### config.mk
export PLATFORM = sky130hd
export DESIGN_NAME = regbus_mtimer
export DESIGN_NICKNAME = d
export VERILOG_FILES = /design/src/rtl/regbus_mtimer_pkg.sv /design/src/rtl/mtimer_prescaler.sv /design/src/rtl/regbus_mtimer.sv
export SDC_FILE = /design/constraint.sdc
export NUM_CORES = 1
export LEC_CHECK = 0
export ABC_AREA = 1
export CAP_MARGIN = 0
export CORE_MARGIN = 5
export CORE_UTILIZATION = 65
export CTS_CLUSTER_SIZE = 30
export DETAILED_ROUTE_END_ITERATION = 12
export DONT_BUFFER_PORTS = 1
export HOLD_SLACK_MARGIN = 0.12
export PLACE_DENSITY = 0.86
export SYNTH_ARGS = -nofsm -noshare
export SYNTH_HDL_FRONTEND = slang
export SYNTH_SLANG_ARGS = --single-unit
### constraint.sdc
create_clock -name HCLK -period 2.6 [get_ports HCLK]
set_input_delay 0.52 -clock HCLK [delete_from_list [all_inputs] [get_ports HCLK]]
set_output_delay 0.52 -clock HCLK [all_outputs]
set_load 0.01 [all_outputs]
### src/rtl/regbus_mtimer_pkg.sv
// Shared definitions for the register-bus machine timer: register offsets,
// CTRL field positions and the offset-to-register decode.
package regbus_mtimer_pkg;

  // Register offsets within the peripheral window
  localparam logic [31:0] MTIME_LO    = 32'h000;
  localparam logic [31:0] MTIME_HI    = 32'h004;
  localparam logic [31:0] MTIMECMP_LO = 32'h008;
  localparam logic [31:0] MTIMECMP_HI = 32'h00C;
  localparam logic [31:0] CTRL        = 32'h010;
  localparam logic [31:0] STATUS      = 32'h014;

  // CTRL field positions
  localparam int CTRL_EN_BIT    = 0;
  localparam int CTRL_PRESC_MSB = 15;
  localparam int CTRL_PRESC_LSB = 8;
  localparam int PRESC_W        = CTRL_PRESC_MSB - CTRL_PRESC_LSB + 1;

  typedef enum logic [2:0] {
    SEL_NONE,
    SEL_MTIME_LO,
    SEL_MTIME_HI,
    SEL_MTIMECMP_LO,
    SEL_MTIMECMP_HI,
    SEL_CTRL,
    SEL_STATUS
  } reg_sel_e;

  // Map a zero-extended offset onto the register it addresses
  function automatic reg_sel_e decode_offset(input logic [31:0] offset);
    reg_sel_e sel;
    case (offset)
      MTIME_LO:    sel = SEL_MTIME_LO;
      MTIME_HI:    sel = SEL_MTIME_HI;
      MTIMECMP_LO: sel = SEL_MTIMECMP_LO;
      MTIMECMP_HI: sel = SEL_MTIMECMP_HI;
      CTRL:        sel = SEL_CTRL;
      STATUS:      sel = SEL_STATUS;
      default:     sel = SEL_NONE;
    endcase
    return sel;
  endfunction

endpackage

### src/rtl/mtimer_prescaler.sv
// Prescaler for the machine timer: emits a one-cycle tick every
// (prescale + 1) cycles while enabled; held at zero while disabled.
module mtimer_prescaler
  import regbus_mtimer_pkg::*;
(
  input  logic               HCLK,
  input  logic               HRESETn,
  input  logic               i_enable,
  input  logic [PRESC_W-1:0] i_prescale,
  input  logic               i_clear,
  output logic               o_tick
);

  logic [PRESC_W-1:0] r_cnt;

  // Tick on the terminal count of the current prescale setting
  assign o_tick = i_enable && (r_cnt == i_prescale);

  // Prescale counter: cleared by CTRL writes, held at 0 while disabled
  always_ff @(posedge HCLK or negedge HRESETn) begin
    // NOTE: sequential state uses non-blocking assignments so every flop
    // samples the pre-edge values of its neighbours, regardless of order.
    if (!HRESETn) begin
      r_cnt <= '0;
    end else if (i_clear || !i_enable || o_tick) begin
      r_cnt <= '0;
    end else begin
      r_cnt <= r_cnt + PRESC_W'(1);
    end
  end

endmodule

### src/rtl/regbus_mtimer.sv
// Register-bus machine timer: 64-bit mtime/mtimecmp with prescaler, a
// read snapshot of the high word, and a registered level interrupt.
module regbus_mtimer
  import regbus_mtimer_pkg::*;
#(
  parameter int                 ADDR_WIDTH   = 32,
  parameter int                 DATA_WIDTH   = 32,
  parameter int                 OFFSET_R     = 11,
  parameter logic [PRESC_W-1:0] PRESCALE_RST = 8'h00
) (
  input  logic                  HCLK,
  input  logic                  HRESETn,
  input  logic [ADDR_WIDTH-1:0] ip_addr,
  input  logic                  valid_reg_access,
  input  logic                  ip_wr1_rd0,
  input  logic [DATA_WIDTH-1:0] ip_write_data,
  output logic [DATA_WIDTH-1:0] ip_read_data,
  output logic                  timer_int
);

  localparam int TW = 2 * DATA_WIDTH;

  logic [TW-1:0]         r_mtime;
  logic [TW-1:0]         r_mtimecmp;
  logic [DATA_WIDTH-1:0] r_hi_snap;
  logic                  r_enable;
  logic [PRESC_W-1:0]    r_prescale;
  logic                  r_timer_int;

  logic [31:0]           w_offset;
  reg_sel_e              w_sel;
  logic                  w_wr;
  logic                  w_rd;
  logic                  w_tick;
  logic                  w_unused_addr;

  // Only the offset field participates in decode; the rest of the address
  // belongs to the bridge's region select.
  assign w_offset      = 32'(ip_addr[OFFSET_R:0]);
  assign w_unused_addr = ^ip_addr[ADDR_WIDTH-1:OFFSET_R+1];
  assign w_sel         = decode_offset(w_offset);
  assign w_wr          = valid_reg_access && ip_wr1_rd0;
  assign w_rd          = valid_reg_access && !ip_wr1_rd0;
  assign timer_int     = r_timer_int;

  mtimer_prescaler u_prescaler (
    .HCLK       (HCLK),
    .HRESETn    (HRESETn),
    .i_enable   (r_enable),
    .i_prescale (r_prescale),
    .i_clear    (w_wr && (w_sel == SEL_CTRL)),
    .o_tick     (w_tick)
  );

  // mtime: a bus write to either half wins over the tick, which is dropped
  always_ff @(posedge HCLK or negedge HRESETn) begin
    if (!HRESETn) begin
      r_mtime <= '0;
    end else if (w_wr && (w_sel == SEL_MTIME_LO)) begin
      r_mtime[DATA_WIDTH-1:0] <= ip_write_data;
    end else if (w_wr && (w_sel == SEL_MTIME_HI)) begin
      r_mtime[TW-1:DATA_WIDTH] <= ip_write_data;
    end else if (w_tick) begin
      r_mtime <= r_mtime + TW'(1);
    end
  end

  // High-word snapshot so a LO-then-HI read pair is coherent across a carry
  always_ff @(posedge HCLK or negedge HRESETn) begin
    if (!HRESETn) begin
      r_hi_snap <= '0;
    end else if (w_rd && (w_sel == SEL_MTIME_LO)) begin
      r_hi_snap <= r_mtime[TW-1:DATA_WIDTH];
    end else if (w_wr && (w_sel == SEL_MTIME_HI)) begin
      r_hi_snap <= ip_write_data;
    end
  end

  // Compare value and control register
  always_ff @(posedge HCLK or negedge HRESETn) begin
    if (!HRESETn) begin
      r_mtimecmp <= '1;
      r_enable   <= 1'b0;
      r_prescale <= PRESCALE_RST;
    end else if (w_wr) begin
      case (w_sel)
        SEL_MTIMECMP_LO: r_mtimecmp[DATA_WIDTH-1:0]  <= ip_write_data;
        SEL_MTIMECMP_HI: r_mtimecmp[TW-1:DATA_WIDTH] <= ip_write_data;
        SEL_CTRL: begin
          r_enable   <= ip_write_data[CTRL_EN_BIT];
          r_prescale <= ip_write_data[CTRL_PRESC_MSB:CTRL_PRESC_LSB];
        end
        default: ;
      endcase
    end
  end

  // Registered level interrupt, one cycle behind the compare operands
  always_ff @(posedge HCLK or negedge HRESETn) begin
    if (!HRESETn) begin
      r_timer_int <= 1'b0;
    end else begin
      r_timer_int <= (r_mtime >= r_mtimecmp);
    end
  end

  // Zero-latency read mux; idle or write cycles drive zero
  always_comb begin
    // NOTE: the default assignment up front keeps every path driven, so no
    // latch is inferred for offsets or cycles the case does not cover.
    ip_read_data = '0;
    if (w_rd) begin
      case (w_sel)
        SEL_MTIME_LO:    ip_read_data = r_mtime[DATA_WIDTH-1:0];
        SEL_MTIME_HI:    ip_read_data = r_hi_snap;
        SEL_MTIMECMP_LO: ip_read_data = r_mtimecmp[DATA_WIDTH-1:0];
        SEL_MTIMECMP_HI: ip_read_data = r_mtimecmp[TW-1:DATA_WIDTH];
        SEL_CTRL: begin
          ip_read_data[CTRL_EN_BIT]                   = r_enable;
          ip_read_data[CTRL_PRESC_MSB:CTRL_PRESC_LSB] = r_prescale;
        end
        SEL_STATUS:      ip_read_data[0] = r_timer_int;
        default:         ip_read_data = '0;
      endcase
    end
  end

endmodule
# Yosys cells after proc, flatten, opt, wreduce, memory -nomap -nowiden
# Index checks and enable logic that the tools add are counted.
# W data, S select, Z words.
# classes
addsub,2
n_mul,0
n_div,0
n_lt_le_gt_ge,1
n_eq_ne,13
shift,0
n_mux,13
n_bitwise,1
reduce_logical,20
# op_table
cell,n
$mux W32,6
$add A64 B1 Y64 const B,1
$ge A64 B64 Y1,1
$mux W64,1
$pmux W16 S4,1
$pmux W8 S5,1
$logic_not A32 Y1,1
$pmux W7 S4,1
$eq A12 B4 Y1 const B,2
$eq A12 B5 Y1 const B,2
$pmux W3 S6,1
$eq A12 B3 Y1 const B,1
$reduce_and A2 Y1,5
$eq A3 B3 Y1 const B,3
$add A8 B1 Y8 const B,1
$eq A8 B8 Y1,1
$mux W8,1
$logic_and A1 B1 Y1,7
$eq A3 B2 Y1 const B,2
$pmux W1 S6,1
$reduce_bool A2 Y1,3
$eq A3 B1 Y1 const B,1
$logic_not A1 Y1,2
$logic_or A1 B1 Y1,2
2 further kinds,2
# word_totals
ff_bits,178
latchBits,0
ramBits,0
romBits,0
out_inout_bits,33
mem_count,0

# Logic depth before layout (Yosys ltp)
# depth
ltp_word,7
ltp_mapped,14

# Hierarchy
# From an unflattened synthesis, not the netlist that was laid out.
# hier_totals
hier_cells,1907
hier_area_um2,12733.5
# modules_own_cells
mod,instances,cells_each,area_each_um2
regbus_mtimer,1,1820,12164.2
mtimer_prescaler,1,87,569.3

# Least setup slack after synthesis
# OpenSTA, ideal clock, no wires.
# synth_path
path_type,input to output
start,input ip_addr[11]
end,output ip_read_data[14]
arrival_time_ns,1.803
required_time_ns,2.080
setup_slack_ns,0.277
path_stages,10
cell_sequence,nor2_1 nand2_1 clkinv_1 o211ai_1 nor2_4 clkbuf_1 nand4_1 o21ai_0 nor2_1 nor2_1
# synth_via
elab_chain_len,5
word_cells_on_any_way,14
cone_classes,eq/ne (10); mux (3); reduce/logical (1)
# synth_rtl
item,line_no,source
start: declaration,regbus_mtimer.sv:13,"input logic [ADDR_WIDTH-1:0] ip_addr,"
"$logic_not A32 Y1, or another cell as far along",regbus_mtimer_pkg.sv:32,case (offset)
$pmux W3 S6 *,regbus_mtimer_pkg.sv:32,
"$eq A3 B3 Y1, or another cell as far along",regbus_mtimer.sv:113,case (w_sel)
$pmux W8 S5 *,regbus_mtimer.sv:113,
$mux W32 *,regbus_mtimer.sv:112,if (w_rd) begin
end: declaration,regbus_mtimer.sv:17,"output logic [DATA_WIDTH-1:0] ip_read_data,"
# Mark *: on every way between the ends. The rest lies on a longest branch, timed or not.

# Worst setup path in the final report
# layout_path
start,input ip_addr[7]
end,output ip_read_data[10]
# The elaborated chain is that of the path after synthesis.

==> results.md <==
- Layout area overhead: 9.69%
- Worst-path clk slew: 80 ps
- # rows: 51
- Gate power share: 4.2%
- Max-slew violation count: 0
- Final core utilization: 72.2%
- Sw Pwr: 1.53 mW
- Vias in the first global route: 12.6k
- Ys flop type: dfrtp_1
- Seq/Total Area, Yosys: 35.5%
- Simple-gate area share of the yosys netlist: 34.8%
- Async set-reset flop share out of synthesis: 100%
- Hold Slack: -244 ps
- Core area: 0.0194 sq mm
- Pint: 4.24 mW
- Post-synthesis net count: 2,076
- Initial antenna violation count: 1
- Worst skew pair latency: 450 ps
- Post-synth top area cell: dfrtp_1
- Filler cells: 1,579
- Final setup TNS: 0 ps
- Clock skew: 13.0 ps
- Synth top area share: 22.3%
- Synth warn: 0
- Die Y-Extent: 150 microns
- H-Tree Level Count: 4
- Post-layout nets: 2,087
- Startpoint Class: input pin
- Initial Util: 65.8%
- Clock Power Share: 46.5%
- Leak Pwr: 6.35 nW
- Most frequent cell after synthesis: nand2_1
- Fraction of layout cells with a size suffix above 1: 9.56%
- Max Cap Violations: 0
- Switch share: 26.5%
- Unique masters post-synth: 44
- Relative slew slack: 49.4%
- Max FO, Critical Path: 13
- Fin. Hold Viols: 133
- Multi-input logic area: 0.00710 sq mm
- Critical path required time: 2080 ps
- Compound-gate portion of the synthesized area: 11.9%
- WL/cell: 21.5 microns
- Clk root buf: clkbuf_16
- Worst reg-to-reg path cell count: 10
- Crit end category: primary output
- Largest net degree at the start of global routing: 179
- Total GRT Usage: 42.0%
- RSZ-0062 raised after global routing: yes
- Syn avg cell area: 6.57 sq um
- Port Buf Inserts: 0
- Max Clk Rate: 0.385 GHz
- Setup Viol. Count Final: 0
- Die ar.: 0.0225 sq mm
- Critical path class: in -> out
- Global-route wire length before repair: 71.6 mm
- Final WL: 48.1 mm
- Post-Layout Cell Count: 2,232
- GP Congestion: 1.00
- Clock sink count: 178
- Drc violations: 0
- Post-Syn Area: 0.0128 sq mm
- HP Class: in -> async
- Pre-antenna DRT Iters: 8
- Outcome: finished with violations
- TritonCTS buffer count: 17
- Post-Synth Adder-Cell Area: 6.47%
- Flop pwr share: 49.3%
- Maximum VDD drop: 462 uV
- # placed instances: 2,193
- Commonest cells in the netlist: nand2_1 (727), inv_1 (235), nor2_1 (200)
- Reg area: 0.00453 sq mm
- Ports: 101
- Total power: 5.77 mW
- #FFs+latches synth: 178
- Avg Vias per Cell: 6.22
- Clock Path Buffers: 2
- Synth top area cells: dfrtp_1 (22%), nand2_1 (21%), dfstp_2 (13%)
- WP data arrival: 2080 ps
- Xor/xnor share of the synthesized area: 1.99%
- Mux cell area share after synthesis: 0%
- Failing checks: hold timing
- Congestion Overflow GR: 0
- EDFF count, synth: 0
- Final period utilization: 99.9%
- PD cells: 412 mW/mm^2
- Vias post-DR: 13.9k
- Die X: 150 microns
- HPWL Detailed: 35.0 mm
- Iteration-0 DRC count of the detailed router: 1,661
- Measured slew at the worst slew-check pin: 759 ps
- Routed Antenna Nets: 0
- Largest family of logic cells by synthesized area: simple AND/OR/NAND/NOR gates
- Cells after Synth: 1,942
- Period minus WS final: 2600 ps
- CTS tree: built
[what timing repair did]
item                       4_1_cts  5_1_grt
gates resized for setup          0       20
setup endpoints to repair        0       30
hold endpoints to repair       178      178
setup buffers                    0        5
[placed cells by master (no fill, tap or decap), drive strengths merged, types with 2 or more instances in the layout]
master and instances:
o21ai 171, inv 253, ha 66, o21a 2
dfstp 64, clkinv 2, nand4 53, o221ai 3
xor2 18, or2 4, nor3 12, o22ai 18
nor2 205, o21bai 3, clkbuf 20, nor3b 4
o211ai 33, a21oi 41, dfrtp 114, nand3 74
clkinvlp 4, xnor2 11, a31oi 2, nand2 732
buf 51
[flip-flops by register name (all words and copies together) (netlist names)]
name and count:
r_enable 1, r_hi_snap 32, r_mtime 64, r_mtimecmp 64, r_prescale 8, timer_int 1, u_prescaler.r_cnt 8
[layer usage]
layer  vias to the layer above  track usage, %  wire, microns
met3                       229            13.3           7080
met1                      6414            58.0          18500
met4                         0            16.2           2210
li1                       6204               -              -
met5                         -               0              0
met2                      1045            62.0          20200
[worst max-delay path, cell delays in order]
cell and delay [ps]:
nor2_1 150, nand2_1 140, nor2_2 160, nand2_2 80
nand2_1 70, inv_2 140, buf_12 190, nand4_1 90
o21ai_0 100, nor2_1 200, nor2_1 90, buf_4 150
[worst paths after layout]
check | start | endpoint | slack, ps
max | ip_addr[7] | ip_read_data[10] | 2
max reg2reg | r_mtime[1] | r_mtime[18] | 300
min | HRESETn | u_prescaler.r_cnt[3] | -240
min reg2reg | r_mtimecmp[11] | r_mtimecmp[11] | 490
min in group HCLK | ip_write_data[20] | r_mtimecmp[20] | 180
max in group asynchronous | HRESETn | r_mtimecmp[58] | 2490
[area by class of cell]
class	instances	area share [%]
clock inverter	13	1.05
timing repair buffer	52	3.73
antenna	1	0.0179
clock buffer	19	3.09
inverter	247	6.67
multi-input combinational	1457	50.7
sequential	178	32.4
tap	265	2.37
[power by group through the flow]
stage               sequential [mW]  combinational, mW  clock (mW)
floorplan                      2.87              0.162           0
global placement               2.89              0.219           0
detailed placement             2.89              0.228           0
CTS                            2.84              0.230        2.65
global route                   2.84              0.265        2.77
finish                         2.84              0.243        2.68
[per-stage QoR]
step,area [sq um],hold slack [ps],worst slack (ps)
floorplan,12800,224,277
global placement,13300,228,121
detailed placement,13300,229,62.3
CTS,13800,-242,59.8
global route,14000,-258,-114
finish,14000,-244,1.96
[cells by family after synthesis]
family	count (synthesis)
AOI/OAI and AO/OA	273
xor gates and xnor gates	29
adders and majority gates	66
buffers and inverters	307
DFF	178
and+or+nand+nor	1089
No activity file was read; power rests on OpenSTA's default activity.
